==> src/rtl/mac_result_serializer.sv <==
// Buffers 16-bit MAC results in a word FIFO and streams them as byte pairs.
// Optional MAC_SER_PARITY_EN adds out_parity (XOR of out_data).
module mac_result_serializer #(
    parameter int DEPTH     = 4,
    parameter bit MSB_FIRST = 1'b1
) (
    input  logic                         clk,
    input  logic                         reset,
    input  logic                         in_valid,
    input  logic [15:0]                  in_data,
    input  logic                         out_ready,
    output logic                         out_valid,
    output logic [7:0]                   out_data,
    output logic                         out_last,
    output logic [$clog2(DEPTH+1)-1:0]   fifo_count,
    output logic                         overflow,
    input  logic                         ovf_clr
`ifdef MAC_SER_PARITY_EN
    ,
    output logic                         out_parity
`endif
);

    localparam int AW = (DEPTH > 1) ? $clog2(DEPTH) : 1;
    localparam int CW = $clog2(DEPTH + 1);

    typedef enum logic [1:0] {
        S_IDLE,
        S_BYTE0,
        S_BYTE1
    } state_t;

    state_t          r_state;
    state_t          w_state_nxt;
    logic [15:0]     r_mem [DEPTH];
    logic [AW-1:0]   r_wr_ptr;
    logic [AW-1:0]   r_rd_ptr;
    logic [CW-1:0]   r_count;
    logic [15:0]     r_hold;
    logic            r_ovf;

    logic            w_full;
    logic            w_not_empty;
    logic            w_pop;
    logic            w_push;
    logic            w_drop;
    logic [7:0]      w_first;
    logic [7:0]      w_second;

    assign w_full      = (r_count == CW'(DEPTH));
    assign w_not_empty = (r_count != '0);

    // A full FIFO still accepts a word when the head leaves on the same edge
    assign w_push = in_valid && (!w_full || w_pop);
    assign w_drop = in_valid && w_full && !w_pop;

    assign w_first  = MSB_FIRST ? r_hold[15:8] : r_hold[7:0];
    assign w_second = MSB_FIRST ? r_hold[7:0]  : r_hold[15:8];

    always_comb begin
        w_state_nxt = r_state;
        w_pop       = 1'b0;
        out_valid   = 1'b0;
        out_last    = 1'b0;
        out_data    = 8'h00;
        unique case (r_state)
            S_IDLE: begin
                if (w_not_empty) begin
                    w_pop       = 1'b1;
                    w_state_nxt = S_BYTE0;
                end
            end
            S_BYTE0: begin
                out_valid = 1'b1;
                out_data  = w_first;
                if (out_ready) begin
                    w_state_nxt = S_BYTE1;
                end
            end
            S_BYTE1: begin
                out_valid = 1'b1;
                out_last  = 1'b1;
                out_data  = w_second;
                if (out_ready) begin
                    if (w_not_empty) begin
                        w_pop       = 1'b1;
                        w_state_nxt = S_BYTE0;
                    end else begin
                        w_state_nxt = S_IDLE;
                    end
                end
            end
            default: begin
                w_state_nxt = S_IDLE;
            end
        endcase
    end

    always_ff @(posedge clk or posedge reset) begin
        if (reset) begin
            r_state <= S_IDLE;
        end else begin
            r_state <= w_state_nxt;
        end
    end

    // Storage array needs no reset; pointers and count define validity
    always_ff @(posedge clk) begin
        if (w_push) begin
            r_mem[r_wr_ptr] <= in_data;
        end
    end

    always_ff @(posedge clk or posedge reset) begin
        if (reset) begin
            r_wr_ptr <= '0;
            r_rd_ptr <= '0;
            r_count  <= '0;
            r_hold   <= 16'h0000;
        end else begin
            if (w_push) begin
                r_wr_ptr <= r_wr_ptr + AW'(1);
            end
            if (w_pop) begin
                r_rd_ptr <= r_rd_ptr + AW'(1);
                r_hold   <= r_mem[r_rd_ptr];
            end
            unique case ({w_push, w_pop})
                2'b10:   r_count <= r_count + CW'(1);
                2'b01:   r_count <= r_count - CW'(1);
                default: r_count <= r_count;
            endcase
        end
    end

    // A drop on the same edge as a clear keeps the flag set
    always_ff @(posedge clk or posedge reset) begin
        if (reset) begin
            r_ovf <= 1'b0;
        end else if (w_drop) begin
            r_ovf <= 1'b1;
        end else if (ovf_clr) begin
            r_ovf <= 1'b0;
        end
    end

    assign fifo_count = r_count;
    assign overflow   = r_ovf;

`ifdef MAC_SER_PARITY_EN
    assign out_parity = ^out_data;
`endif

endmodule

==> config.mk <==
export PLATFORM = sky130hd
export DESIGN_NAME = mac_result_serializer
export DESIGN_NICKNAME = d
export VERILOG_FILES = /design/src/rtl/mac_result_serializer.sv
export SDC_FILE = /design/constraint.sdc
export NUM_CORES = 1
export LEC_CHECK = 0
export BUFFER_PORTS_ARGS = -buffer_cell sky130_fd_sc_hd__buf_2
export CAP_MARGIN = 20
export CELL_PAD_IN_SITES_DETAIL_PLACEMENT = 1
export CELL_PAD_IN_SITES_GLOBAL_PLACEMENT = 2
export CORE_MARGIN = 2
export CORE_UTILIZATION = 42
export CTS_BUF_LIST = sky130_fd_sc_hd__clkbuf_8
export CTS_CLUSTER_DIAMETER = 120
export DETAILED_ROUTE_END_ITERATION = 10
export GPL_TIMING_DRIVEN = 0
export PLACE_DENSITY_LB_ADDON = 0.15
export SLEW_MARGIN = 5
export SYNTH_ARGS = -nofsm -noshare
export SYNTH_HDL_FRONTEND = slang
export SYNTH_SLANG_ARGS = --single-unit
export TNS_END_PERCENT = 30
==> constraint.sdc <==
create_clock -name clk -period 2.2 [get_ports clk]
set_input_delay 0.11 -clock clk [delete_from_list [all_inputs] [get_ports clk]]
set_output_delay 0.11 -clock clk [all_outputs]
set_load 0.05 [all_outputs]
; Word-level counts from Yosys, hierarchy flattened
; Memories as Yosys holds them, arrays and structs flattened. A register that Yosys moved wholly into a read port is not among the register bits.
; Index checks and enable logic that the tools add are counted.
[totals]
register_bits = 10
latchBits = 0
ramBits = 64
romBits = 0
memories = 1
[op_classes]
add_sub_neg = 4
multipliers = 0
div = 0
order_cmp = 0
n_eq_ne = 8
shift = 0
muxes = 16
bitwise_logic = 0
n_reduce_logical = 12
[memory_table]
columns = name, words, width, read_ports, rd_ports_with_merged_regs, wr, line
row1 = r_mem, 4, 16, 1, 1, 1, 35  ; logic [15:0] r_mem [DEPTH];
[ops]
columns = op, count
row1 = one-hot mux 8 bit (2 select lines), 1
row2 = two-way mux 1 bit, 9
row3 = two-way mux 2 bit, 3
row4 = != test 2 bit (second input constant), 3
row5 = one-hot mux 2 bit (3 select lines), 1
row6 = one-hot mux 3 bit (2 select lines), 1
row7 = adder 2 x 1 -> 2 bit (second input constant), 2
row8 = equality test 2 x 1 -> 1 bit (second input constant), 2
row9 = equality test 2 bit (second input constant), 2
row10 = nonzero test 2 bit, 2
row11 = adder 3 x 1 -> 3 bit (second input constant), 1
row12 = equality test 3 bit (second input constant), 1
row13 = logical AND 1 bit, 3
row14 = AND reduction 3 bit, 1
row15 = nonzero test 3 bit, 1
row16 = subtractor 3 x 1 -> 3 bit (second input constant), 1
row17 = logical NOT 1 bit, 2
row18 = logical NOT 2 bit, 1
row19 = one-hot mux 1 bit (2 select lines), 1
row20 = OR reduction 2 bit, 1
row21 = logical OR 1 bit, 1

; Longest topological paths before layout
[logic_depth]
depth_word = 8
mapped_depth = 11

; Worst setup path before layout
; OpenSTA, ideal clock, no wires.
[synth_path]
path_kind = register -> register
start = register r_state[0]
end = register r_count[2], in the netlist fifo_count[2]
setup_ns = 0.151
t_arrival_ns = 2.706
t_required_ns = 2.049
setup_slack_ns = -0.658
stages_incl_launch_ff = 12
n_path_buf = 1
synth_period_minus_slack_ns = 2.858
path_cell_list = dfrtp_1 -> inv_1 -> ha_1 -> a21oi_2 -> nor2_4 -> buf_4 -> nand2_1 -> fa_1 -> nor2b_1 -> nand2_1 -> a32oi_1 -> o21ai_0
[synth_between]
elab_chain_cells = 6
elab_cells_between_ends = 9
classes_between = eq/ne: 3 / mux: 2 / reduce/logical: 4
[synth_lines]
columns = element, line
row1 = start: declaration, 33  ; state_t r_state;
row2 = start signal: assignment, 103  ; r_state <= w_state_nxt;
row3 = equality test 2 bit / logical NOT 2 bit (equally long branches), 66  ; unique case (r_state)
row4 = one-hot mux 1 bit (2 select lines) (*), 66
row5 = logical OR 1 bit, 54  ; assign w_push = in_valid && (!w_full || w_pop);
row6 = logical AND 1 bit, 54
row7 = equality test 2 x 1 -> 1 bit / equality test 2 bit (equally long branches), 128  ; unique case ({w_push, w_pop})
row8 = one-hot mux 3 bit (2 select lines) / nonzero test 2 bit (equally long branches), n/a
row9 = end signal: assignment, 129  ; 2'b10: r_count <= r_count + CW'(1);
row10 = end signal: assignment, 130  ; 2'b01: r_count <= r_count - CW'(1);
row11 = end signal: assignment, 131  ; default: r_count <= r_count;
row12 = end: declaration, 38  ; logic [CW-1:0] r_count;
; Mark *: on every way between the ends. The rest lies on a longest branch, timed or not.
; A chain may end at the register's enable or synchronous reset.

; Worst setup path after layout
[layout_path]
start = register r_state[1]
end = register r_count[2], in the netlist fifo_count[2]
; The elaborated chain is that of the path after synthesis.

==> run summary <==
top_reg_cell synth -> edfxtp_1
Hold EP -> overflow
warnings from Yosys -> 0
cell count after synthesis -> 208
Post-Place Cells -> 349
Worst-Margin Slew -> 0.599 ns
P&R area growth vs syn -> 21.4%
final hold vios -> 0
Largest stage delay, worst path -> 0.45 ns
P_sw -> 2470 uW
Net count, final -> 308
total gr overflow -> 0
DRC -> 0
fmax -> 475 MHz
endpoints failing setup -> 0
Internal -> 4310 uW
post-synth top area share -> 0.507
clk_lat worst skew -> 0.35 ns
Syn Area/Cell -> 18.2 um^2
Detailed Place HPWL -> 4660 um
synthesized cell area -> 3790 um^2
area leader, netlist -> edfxtp_1
CORE AREA -> 8720 um^2
MaxCap Viol Count -> 0
initial antenna violation count -> 0
Power Density -> 1470 nW/um^2
final setup TNS -> 0 ns
gpl congestion -> 0.687
R2R depth -> 11
CTS tree -> yes
Post-synth top cells -> 64 x edfxtp_1, 26 x dfrtp_1, 10 x inv_1
fin cells -> 389
RSZ-0062 raised after global routing -> yes
FFs w/ async S/R, synth -> 0.289
Layout Skew -> 0.0155 ns
Area contributors post-synth -> edfxtp_1 51%, dfrtp_1 17%, mux4_1 5.6%
critical-path cell list -> inv_2 -> ha_4 -> a21oi_4 -> nor2_4 -> buf_12 -> nand2_2 -> fa_2 -> nor2b_4 -> nand2_1 -> a32oi_1 -> o21ai_1
slowest stage cell, crit path -> dfrtp_2
via count -> 2055
Critical Path Fanout Max -> 5
Mapped Nets -> 239
CP Capture Type -> flop
status -> completed
beginning of the worst hold path -> in_valid
post-synth cell types -> 36
Pwr Total -> 6770 uW
buffers added on ports -> 33
gr usage total -> 0.160
Slew Limit Fails -> 0
Worst path top cell family by delay -> adder cells
most frequent cell after synthesis -> edfxtp_1
Period Utilization, post-route -> 0.956
Pleak -> 0.00176 uW
vias in the first global route -> 2168
Switching Share -> 0.364
Worst EP required -> 2.43 ns
R2R Setup Slk -> 0.1 ns
DR pass1 iterations -> 4
Routed WL -> 7400 um
Tmin final -> 2.10 ns
CP Launch Type -> flop
Max Root-Sink Buffers -> 2
sequential area share after synthesis -> 0.679
clock power share -> 0.156
Setup CP Type -> reg2reg
worst hold path type -> in2reg
Initial Util -> 0.434
Hold Path Depth -> 3
Routed WL per cell -> 19.0 um
crit path DAT -> 2.33 ns
Comb power frac -> 0.460
Clock transition at path regs -> 0.09 ns
CTS sink cnt -> 90
Worst Path Buf+Inv -> 2
number of synthesized register bits -> 90
share of post-route cells with drive strength above 1 -> 0.370
clock buffer count from CTS -> 9
RR Startpoint -> r_state[1]
starting DRC count in detailed routing -> 52
EDFF count, synth -> 64
H-Tree Depth -> 3
Slew headroom -> 0.600
die height -> 99.0 um
full die area -> 9790 um^2
Worst IR Drop VDD -> 0.000550 V
# IOs -> 35
DR vias/cell -> 5.28
ANT cells -> 0
post-route ant nets -> 0
first-pass GRT wire length -> 11800 um
CTS root buf -> clkbuf_8
row cnt -> 34
# fillers -> 808
CP Depth -> 11
Sequential Power Share -> 0.384
reg-to-reg endpoint -> fifo_count[2]
Chip Width -> 99.0 um
largest net degree at the start of global routing -> 27
[state kept, by name (all words and copies together), names as in the netlist]
name and count:
r_mem 64, r_hold 16, fifo_count 3, r_rd_ptr 2, r_state 2, r_wr_ptr 2, overflow 1
[cell families (layout without fill, tap and decap cells)]
| family | after synthesis | count (layout) | synth area share |
|---|---|---|---|
| flip-flops | 90 | 90 | 0.679 |
| multiplexers | 33 | 33 | 0.162 |
| AND/OR/NAND/NOR | 29 | 29 | 0.0446 |
| AO/OA/AOI/OAI | 23 | 23 | 0.0420 |
| buffers and inverters | 18 | 91 | 0.0261 |
| adder cells (fa/ha/maj) | 10 | 10 | 0.0350 |
| XOR/XNOR | 5 | 5 | 0.0116 |
[layout make-up]
type	count	area (um^2)	share of cell area
plain buffers	7	70.1	0.0152
clock buffers	9	124	0.0269
clock inverters	6	57.6	0.0125
inverters	10	37.5	0.00817
multi-input cells	100	1180	0.257
flip-flops and latches	90	2580	0.560
well taps	108	135	0.0294
repair buffers	59	413	0.0898
[layout by cell type (no fill, tap or decap), types with 9 or more instances in the layout]
cell type	instances
buf_2	36
clkbuf_8	9
dfrtp_1	23
dlygate4sd3_1	18
edfxtp_1	64
mux2_2	9
[layer usage]
metal  vias up  track usage  part of all wire
li1        941            -                 -
met1      1075        0.217              0.46
met2        32        0.262              0.50
met3         7       0.0369             0.028
met4         0       0.0443            0.0097
met5         -            0                 0
[stage by stage]
| step | setup slack (ns) | instance area (um^2) | utilization | hold WS (ns) |
|---|---|---|---|---|
| floorplan | -0.0998 | 3830 | - | 0.150 |
| global placement | -0.512 | 4130 | 0.473 | 0.300 |
| detailed placement | -0.506 | 4130 | 0.473 | 0.311 |
| CTS | 0.0108 | 4530 | 0.519 | 0.00109 |
| global route | -0.0511 | 4600 | 0.527 | 0.146 |
| finish | 0.0962 | 4600 | 0.527 | 0.127 |
[power by group through the flow]
stage	logic [uW]	registers (uW)	clock network, uW
2_1_floorplan	2160	2660	0
3_3_place_gp	2820	2620	0
3_5_place_dp	2860	2650	0
4_1_cts	3050	2600	1090
5_1_grt	3370	2650	1160
6_report	3110	2600	1060
[what timing repair did]
item	4_1_cts	5_1_grt
gates resized for setup	14	3
endpoints found under the setup margin	66	70
hold buffers	16	2
pin swaps	1	1
endpoints found under the hold margin	61	15
buffers inserted	3	4
[tightest hold or removal path, delay by kind of cell]
kind	cells	cell delay, ns
AOI/OAI and AO/OA	1	0.07
buffers and inverters	1	0.16
and+or+nand+nor	1	0.09
[worst max-delay path by stage]
stage | startpoint | end
after floorplan | r_state[0] | fifo_count[1]
after global placement | r_state[1] | r_mem[3][8]
after detailed placement | r_state[1] | r_mem[1][6]
after CTS | r_state[1] | fifo_count[2]
after global routing | r_state[1] | fifo_count[2]
final | r_state[1] | fifo_count[2]
Power figures use the tool's default switching activity.
